$ cat config.mk
export PLATFORM = sky130hd
export DESIGN_NAME = dvbc_qam_mapper_flat
export DESIGN_NICKNAME = d
export VERILOG_FILES = /design/src/rtl/dvbc_qam_mapper_if.sv /design/src/rtl/dvbc_qam_mapper.sv /design/src/flat_wrapper.sv
export SDC_FILE = /design/constraint.sdc
export NUM_CORES = 1
export LEC_CHECK = 0
export BUFFER_PORTS_ARGS = -buffer_cell sky130_fd_sc_hd__clkbuf_2
export CORE_AREA = 3 3 65 67
export CTS_CLUSTER_SIZE = 28
export DETAILED_ROUTE_END_ITERATION = 10
export DIE_AREA = 0 0 68 70
export PLACE_DENSITY = 0.91
export SYNTH_ARGS = -nofsm -noshare
export SYNTH_HDL_FRONTEND = slang
export SYNTH_SLANG_ARGS = --single-unit
$ cat constraint.sdc
create_clock -name clk_i -period 5 [get_ports clk_i]
set_clock_uncertainty 0.2 [all_clocks]
set_input_delay 0.25 -clock clk_i [delete_from_list [all_inputs] [get_ports clk_i]]
set_output_delay 0.25 -clock clk_i [all_outputs]
set_load 0.02 [all_outputs]
$ cat src/rtl/dvbc_qam_mapper_if.sv
// dvbc_qam_mapper_if: byte-side and symbol-side handshake bundle for the
// DVB-C QAM mapper. The mapper attaches through the slave modport and the
// surrounding modulator (or a bench) drives it through the master modport.
interface dvbc_qam_mapper_if #(
  parameter int OUT_W = 8
);
  logic [1:0]              mode_i;
  logic [7:0]              s_data_i;
  logic                    s_valid_i;
  logic                    s_ready_o;
  logic signed [OUT_W-1:0] m_i_o;
  logic signed [OUT_W-1:0] m_q_o;
  logic                    m_valid_o;
  logic                    m_ready_i;

  modport slave (
    input  mode_i,
    input  s_data_i,
    input  s_valid_i,
    output s_ready_o,
    output m_i_o,
    output m_q_o,
    output m_valid_o,
    input  m_ready_i
  );

  modport master (
    output mode_i,
    output s_data_i,
    output s_valid_i,
    input  s_ready_o,
    input  m_i_o,
    input  m_q_o,
    input  m_valid_o,
    output m_ready_i
  );
endinterface

$ cat src/rtl/dvbc_qam_mapper.sv
// dvbc_qam_mapper: DVB-C byte-to-symbol converter and 16/64/256-QAM mapper.
// Bytes enter a 16-bit MSB-first bit buffer, m-bit symbols are cut from the
// top, the two MSBs select the quadrant and the remaining bits pick the point
// inside it. Full valid/ready backpressure on both sides.
// Optional feature macro: DVBC_QAM_MAPPER_DIFF_EN enables differential coding
// of the quadrant bits; without it the quadrant bits pass straight through.
module dvbc_qam_mapper #(
  parameter int OUT_W = 8
) (
  input  logic                   clk_i,
  input  logic                   rst_i,
  dvbc_qam_mapper_if.slave       bus
);

  // Bit buffer is left-aligned: the oldest valid bit sits in r_buf[15]
  logic [15:0]             r_buf;
  logic [4:0]              r_cnt;
  logic [1:0]              r_mode;
  logic signed [OUT_W-1:0] r_out_i;
  logic signed [OUT_W-1:0] r_out_q;
  logic                    r_out_valid;

  logic [4:0]  w_m;
  logic [2:0]  w_ix;
  logic [2:0]  w_iy;
  logic        w_ready;
  logic        w_accept;
  logic        w_extract;
  logic        w_transfer;
  logic [4:0]  w_cnt_left;
  logic [15:0] w_buf_left;
  logic [4:0]  w_cnt_next;
  logic [15:0] w_buf_next;
  logic        w_a;
  logic        w_b;
  logic        w_qi;
  logic        w_qq;
  logic signed [5:0] w_bx;
  logic signed [5:0] w_by;
  logic signed [5:0] w_rot_i;
  logic signed [5:0] w_rot_q;

  // Symbol width and in-quadrant index fields for the active constellation
  always_comb begin
    w_m  = 5'd4;
    w_ix = {2'b00, r_buf[13]};
    w_iy = {2'b00, r_buf[12]};
    case (r_mode)
      2'd1: begin
        w_m  = 5'd6;
        w_ix = {1'b0, r_buf[13:12]};
        w_iy = {1'b0, r_buf[11:10]};
      end
      2'd2: begin
        w_m  = 5'd8;
        w_ix = r_buf[13:11];
        w_iy = r_buf[10:8];
      end
      default: begin
        w_m  = 5'd4;
        w_ix = {2'b00, r_buf[13]};
        w_iy = {2'b00, r_buf[12]};
      end
    endcase
  end

  assign w_ready    = (r_cnt <= 5'd8);
  assign w_accept   = bus.s_valid_i & w_ready;
  assign w_transfer = r_out_valid & bus.m_ready_i;
  assign w_extract  = (r_cnt >= w_m) & (~r_out_valid | bus.m_ready_i);

  // Extraction removes the top bits first, then a new byte lands right below
  // whatever is left, so accept and extract can share one edge.
  assign w_cnt_left = w_extract ? (r_cnt - w_m) : r_cnt;
  assign w_buf_left = w_extract ? (r_buf << w_m) : r_buf;
  assign w_buf_next = w_accept ? (w_buf_left | ({bus.s_data_i, 8'h00} >> w_cnt_left))
                               : w_buf_left;
  assign w_cnt_next = w_accept ? (w_cnt_left + 5'd8) : w_cnt_left;

  assign w_a = r_buf[15];
  assign w_b = r_buf[14];

`ifdef DVBC_QAM_MAPPER_DIFF_EN
  logic r_ip;
  logic r_qp;
  logic w_x;

  assign w_x  = w_a ^ w_b;
  assign w_qi = w_x ? (w_a ^ r_qp) : (w_a ^ r_ip);
  assign w_qq = w_x ? (w_b ^ r_ip) : (w_b ^ r_qp);

  // Previous quadrant bits, advanced on every symbol cut from the buffer
  always_ff @(posedge clk_i or posedge rst_i) begin
    if (rst_i) begin
      r_ip <= 1'b0;
      r_qp <= 1'b0;
    end else if (w_extract) begin
      r_ip <= w_qi;
      r_qp <= w_qq;
    end
  end
`else
  assign w_qi = w_a;
  assign w_qq = w_b;
`endif

  // Odd-integer base point (2*ix+1, 2*iy+1) in the first quadrant
  assign w_bx = $signed({2'b00, w_ix, 1'b1});
  assign w_by = $signed({2'b00, w_iy, 1'b1});

  // Rotate the base point into the quadrant selected by the coded bits
  always_comb begin
    w_rot_i = w_bx;
    w_rot_q = w_by;
    case ({w_qi, w_qq})
      2'b00: begin
        w_rot_i = w_bx;
        w_rot_q = w_by;
      end
      2'b10: begin
        w_rot_i = -w_by;
        w_rot_q = w_bx;
      end
      2'b11: begin
        w_rot_i = -w_bx;
        w_rot_q = -w_by;
      end
      default: begin
        w_rot_i = w_by;
        w_rot_q = -w_bx;
      end
    endcase
  end

  // Bit buffer, fill count and mode; mode only moves when the buffer is idle
  always_ff @(posedge clk_i or posedge rst_i) begin
    if (rst_i) begin
      r_buf  <= 16'h0000;
      r_cnt  <= 5'd0;
      r_mode <= 2'd0;
    end else begin
      r_buf <= w_buf_next;
      r_cnt <= w_cnt_next;
      if ((r_cnt == 5'd0) && !w_accept) begin
        r_mode <= bus.mode_i;
      end
    end
  end

  // Output symbol register, held until the downstream filter takes it
  always_ff @(posedge clk_i or posedge rst_i) begin
    if (rst_i) begin
      r_out_i     <= '0;
      r_out_q     <= '0;
      r_out_valid <= 1'b0;
    end else if (w_extract) begin
      r_out_i     <= OUT_W'(w_rot_i);
      r_out_q     <= OUT_W'(w_rot_q);
      r_out_valid <= 1'b1;
    end else if (w_transfer) begin
      r_out_valid <= 1'b0;
    end
  end

  assign bus.s_ready_o = w_ready;
  assign bus.m_i_o     = r_out_i;
  assign bus.m_q_o     = r_out_q;
  assign bus.m_valid_o = r_out_valid;

endmodule

$ cat src/flat_wrapper.sv
// flat-port wrapper written by rule: the top's interface ports become plain ports
module dvbc_qam_mapper_flat 
#(
  parameter int OUT_W = 8
)
  (clk_i, rst_i, bus_mode_i, bus_s_data_i, bus_s_valid_i, bus_s_ready_o, bus_m_i_o, bus_m_q_o, bus_m_valid_o, bus_m_ready_i);
  dvbc_qam_mapper_if #(.OUT_W(OUT_W)) bus_i ();
  input  logic clk_i;
  input  logic rst_i;
  input wire logic [$bits(bus_i.mode_i)-1:0] bus_mode_i;
  input wire logic [$bits(bus_i.s_data_i)-1:0] bus_s_data_i;
  input wire logic [$bits(bus_i.s_valid_i)-1:0] bus_s_valid_i;
  output wire logic [$bits(bus_i.s_ready_o)-1:0] bus_s_ready_o;
  output wire logic [$bits(bus_i.m_i_o)-1:0] bus_m_i_o;
  output wire logic [$bits(bus_i.m_q_o)-1:0] bus_m_q_o;
  output wire logic [$bits(bus_i.m_valid_o)-1:0] bus_m_valid_o;
  input wire logic [$bits(bus_i.m_ready_i)-1:0] bus_m_ready_i;
  assign bus_i.mode_i = bus_mode_i;
  assign bus_i.s_data_i = bus_s_data_i;
  assign bus_i.s_valid_i = bus_s_valid_i;
  assign bus_s_ready_o = bus_i.s_ready_o;
  assign bus_m_i_o = bus_i.m_i_o;
  assign bus_m_q_o = bus_i.m_q_o;
  assign bus_m_valid_o = bus_i.m_valid_o;
  assign bus_i.m_ready_i = bus_m_ready_i;
  dvbc_qam_mapper #(.OUT_W(OUT_W)) u_core (.clk_i(clk_i), .rst_i(rst_i), .bus(bus_i));
endmodule
==> impl_metrics.tcl <==
set metrics [dict create \
    vias 1988 \
    synthFlopType "dfrtp_1" \
    critPathRequiredTime_ns 4.99 \
    synth_nets 279 \
    drive_gt1_share_pct 23.05 \
    worst_slack_ns 0.7845 \
    synth_top_area_share_pct 34.74 \
    yosys.cell_count.top_type "nand2_1" \
    cts_resized 0 \
    async_reset_ff_share_pct 100.0 \
    met3_usage_pct 4.984 \
    grt_use_met1_pct 30.89 \
    min_period_ns 4.215 \
    cts.clk_slew.worst_paths_ns 0.07 \
    end_kind "flip-flop" \
    ys_seq_elements 32 \
    drv_cap 0 \
    grt_pass1_wl_um 8418 \
    fp.dieW_um 68 \
    antenna_left 0 \
    first_iter_violations 162 \
    rows 22 \
    overflow 0 \
    dp_cells 319 \
    setup_viol 0 \
    dpl.hpwl_um 3587 \
    critPathMaxFanout 42 \
    multi_input_area_mm2 0.001333 \
    routed_wl_um 5198 \
    power_leakage_nw 1.117 \
    synth_edf_count 0 \
    cts.path.max_buffers 2 \
    synthesis.instances 258 \
    finalSetupTns_ns 0 \
    cts-root-buf "clkbuf_8" \
    synthDistinctLibCells 50 \
    gp_routability_congestion 0.8815 \
    drcViolationCount 0 \
    setup.worst_path.start_class "flip-flop" \
    ios 32 \
    worstMarginPinSlew_ns 0.6236 \
    synthTopCellsByCount "34 x nand2_1, 32 x dfrtp_1, 20 x o21ai_0, 19 x nor2_1, 16 x mux2i_1" \
    nFillCells 297 \
    avgSynthCellArea_um2 8.933 \
    diodes 0 \
    grt_antenna_before_repair 0 \
    finalHoldViolCount 0 \
    core_mm2 0.003689 \
    h-tree-depth 2 \
    cts_tree "yes" \
    netlist_area_mm2 0.002305 \
    grt_util_all_layers_pct 23.09 \
    grt_max_degree 43 \
    fmax_mhz 237.2 \
    crit_arrival_ns 4.21 \
    status "finished, final reports clean" \
    initial_core_util_pct 62.48 \
    slew_viol_final 0 \
    yosys.area.top_type "dfrtp_1" \
    area_growth_pct 10.97 \
    cts.sinks 32 \
    max_slew_margin_pct 58.42 \
    grt_pass1_vias 1801 \
    path_class "flip-flop to flip-flop" \
    rsz0062_at_grt "false" \
    drt_pass1_iterations 4 \
    ir_drop_mv 0.7089 \
    min_path_type "input port to flip-flop" \
    fin_crit_sh_pct 84.31 \
    seqCellArea_um2 800.8 \
    gr-usage-met2_pct 36.51 \
    synthTopCellsByArea "dfrtp_1 35%, mux2i_1 6.9%, nand2_1 5.5%" \
    cts_setup_buffers 0 \
    fin_nets 302 \
    insertion_delay_ns 0.29 \
    ys_seq_area_share_pct 34.74 \
    wl_per_cell_um 15.75 \
    cts_made_buffers 5 \
    die_area_mm2 0.004760 \
    pre_cts_ws_ns 0.8590 \
    vias_per_cell 6.024 \
    die_y_um 70 \
    io_buffers 31 \
    yosysWarningCount 0 \
    grt-busiest-layer "met2" \
    p_per_area_mw_per_mm2 803.2 \
    final_cells 330 \
]
[path summary, 6_finish.rpt]
kind / startpoint / end / slack [ns] / cells after the start
hold / removal: bus_s_valid_i / u_core.r_cnt[3]$_DFF_PP0_ / 0.07 / 3
max in group asynchronous: rst_i / u_core.r_buf[15]$_DFF_PP0_ / 3.92 / 4
min in group asynchronous: rst_i / u_core.bus.m_q_o[2]$_DFFE_PP0N_ / 0.37 / 4
setup reg to reg: u_core.r_mode[0]$_DFFE_PP0P_ / u_core.r_buf[4]$_DFF_PP0_ / 0.78 / 11
hold reg to reg: u_core.bus.m_i_o[3]$_DFFE_PP0N_ / u_core.bus.m_i_o[3]$_DFFE_PP0N_ / 0.28 / 2
setup / recovery: u_core.r_mode[0]$_DFFE_PP0P_ / u_core.r_buf[4]$_DFF_PP0_ / 0.78 / 11
[repair_timing]
| action | in CTS | in global routing |
|---|---|---|
| endpoints found under the hold margin | 34 | 0 |
| hold buffers | 3 | 0 |
| endpoints found under the setup margin | 0 | 0 |
[metrics by stage]
step / instance area (µm²) / hold slack [ns] / power (mW) / utilization [%]
CTS: 2557 / 0.05743 / 2.038 / 69.34
global placement: 2416 / 0.1344 / 1.735 / 65.50
global route: 2557 / 0.1000 / 2.214 / 69.34
finish: 2557 / 0.06528 / 2.054 / 69.34
detailed placement: 2416 / 0.1443 / 1.773 / 65.50
floorplan: 2305 / 0.1662 / 1.550 / -
[area by class of cell]
| class | count | area share (%) |
|---|---|---|
| clock buffer | 5 | 2.691 |
| clock inverter | 3 | 1.663 |
| inverter | 10 | 1.468 |
| multi-input combinational | 194 | 52.10 |
| sequential | 32 | 31.31 |
| tap | 48 | 2.348 |
| timing repair buffer | 38 | 8.415 |
[cells in the final DEF (no fill, tap or decap), drive strengths merged, types with 2 or more instances in the layout]
cell type	n
a311o	2
nor3	2
xnor2	3
o211ai	2
nand2	34
or2	4
dfrtp	32
nand2b	4
or3	2
ha	7
o22ai	3
a21oi	15
o21ai	23
nor2	19
clkbuf	36
o21bai	2
a31oi	6
nor2b	2
o22a	3
a211oi	3
buf	4
nand3	2
o221ai	6
a22oi	4
o21a	4
inv	10
mux2	10
dlygate4sd3	3
o31ai	6
mux2i	16
[sequential cells by signal, indices dropped and copies added, names as in the netlist]
signal and flops:
u_core.r_buf 16, u_core.bus.m_q_o 5, u_core.bus.m_i_o 4, u_core.r_cnt 4, u_core.r_mode 2, u_core.bus.m_valid_o 1
[report_power, final]
part,leakage [nW],switching [mW],total (mW),internal (mW)
sequential,0.405,0.100,0.452,0.351
combinational,0.658,0.807,1.35,0.546
clock,0.0541,0.102,0.249,0.147
total,1.12,1.01,2.05,1.04
[layer usage]
layer  share of wire, %  vias up
met5                  0        -
met4                1.5        0
met3                5.6       10
met2                 48       69
met1                 45      929
li1                   -      980
[critical path, cell delays in order, from the launching register on]
cell	delay, ns
dfrtp_1	0.40
inv_1	0.10
ha_1	0.56
inv_1	0.27
ha_1	0.41
a311o_2	0.43
o21ai_4	0.29
buf_4	0.44
mux2i_1	0.47
nand2_1	0.13
o22a_1	0.21
o221ai_1	0.20
[kinds of logic after synthesis]
| logic type | after synthesis | share of synthesized area [%] |
|---|---|---|
| AO/OA/AOI/OAI | 83 | 25.08 |
| AND/OR/NAND/NOR | 73 | 14.12 |
| buffers and inverters | 32 | 7.437 |
| flip-flops | 32 | 34.74 |
| multiplexers | 27 | 13.30 |
| adder cells (fa/ha/maj) | 7 | 3.800 |
| XOR/XNOR | 4 | 1.520 |
(Power assumes the default switching activity.)
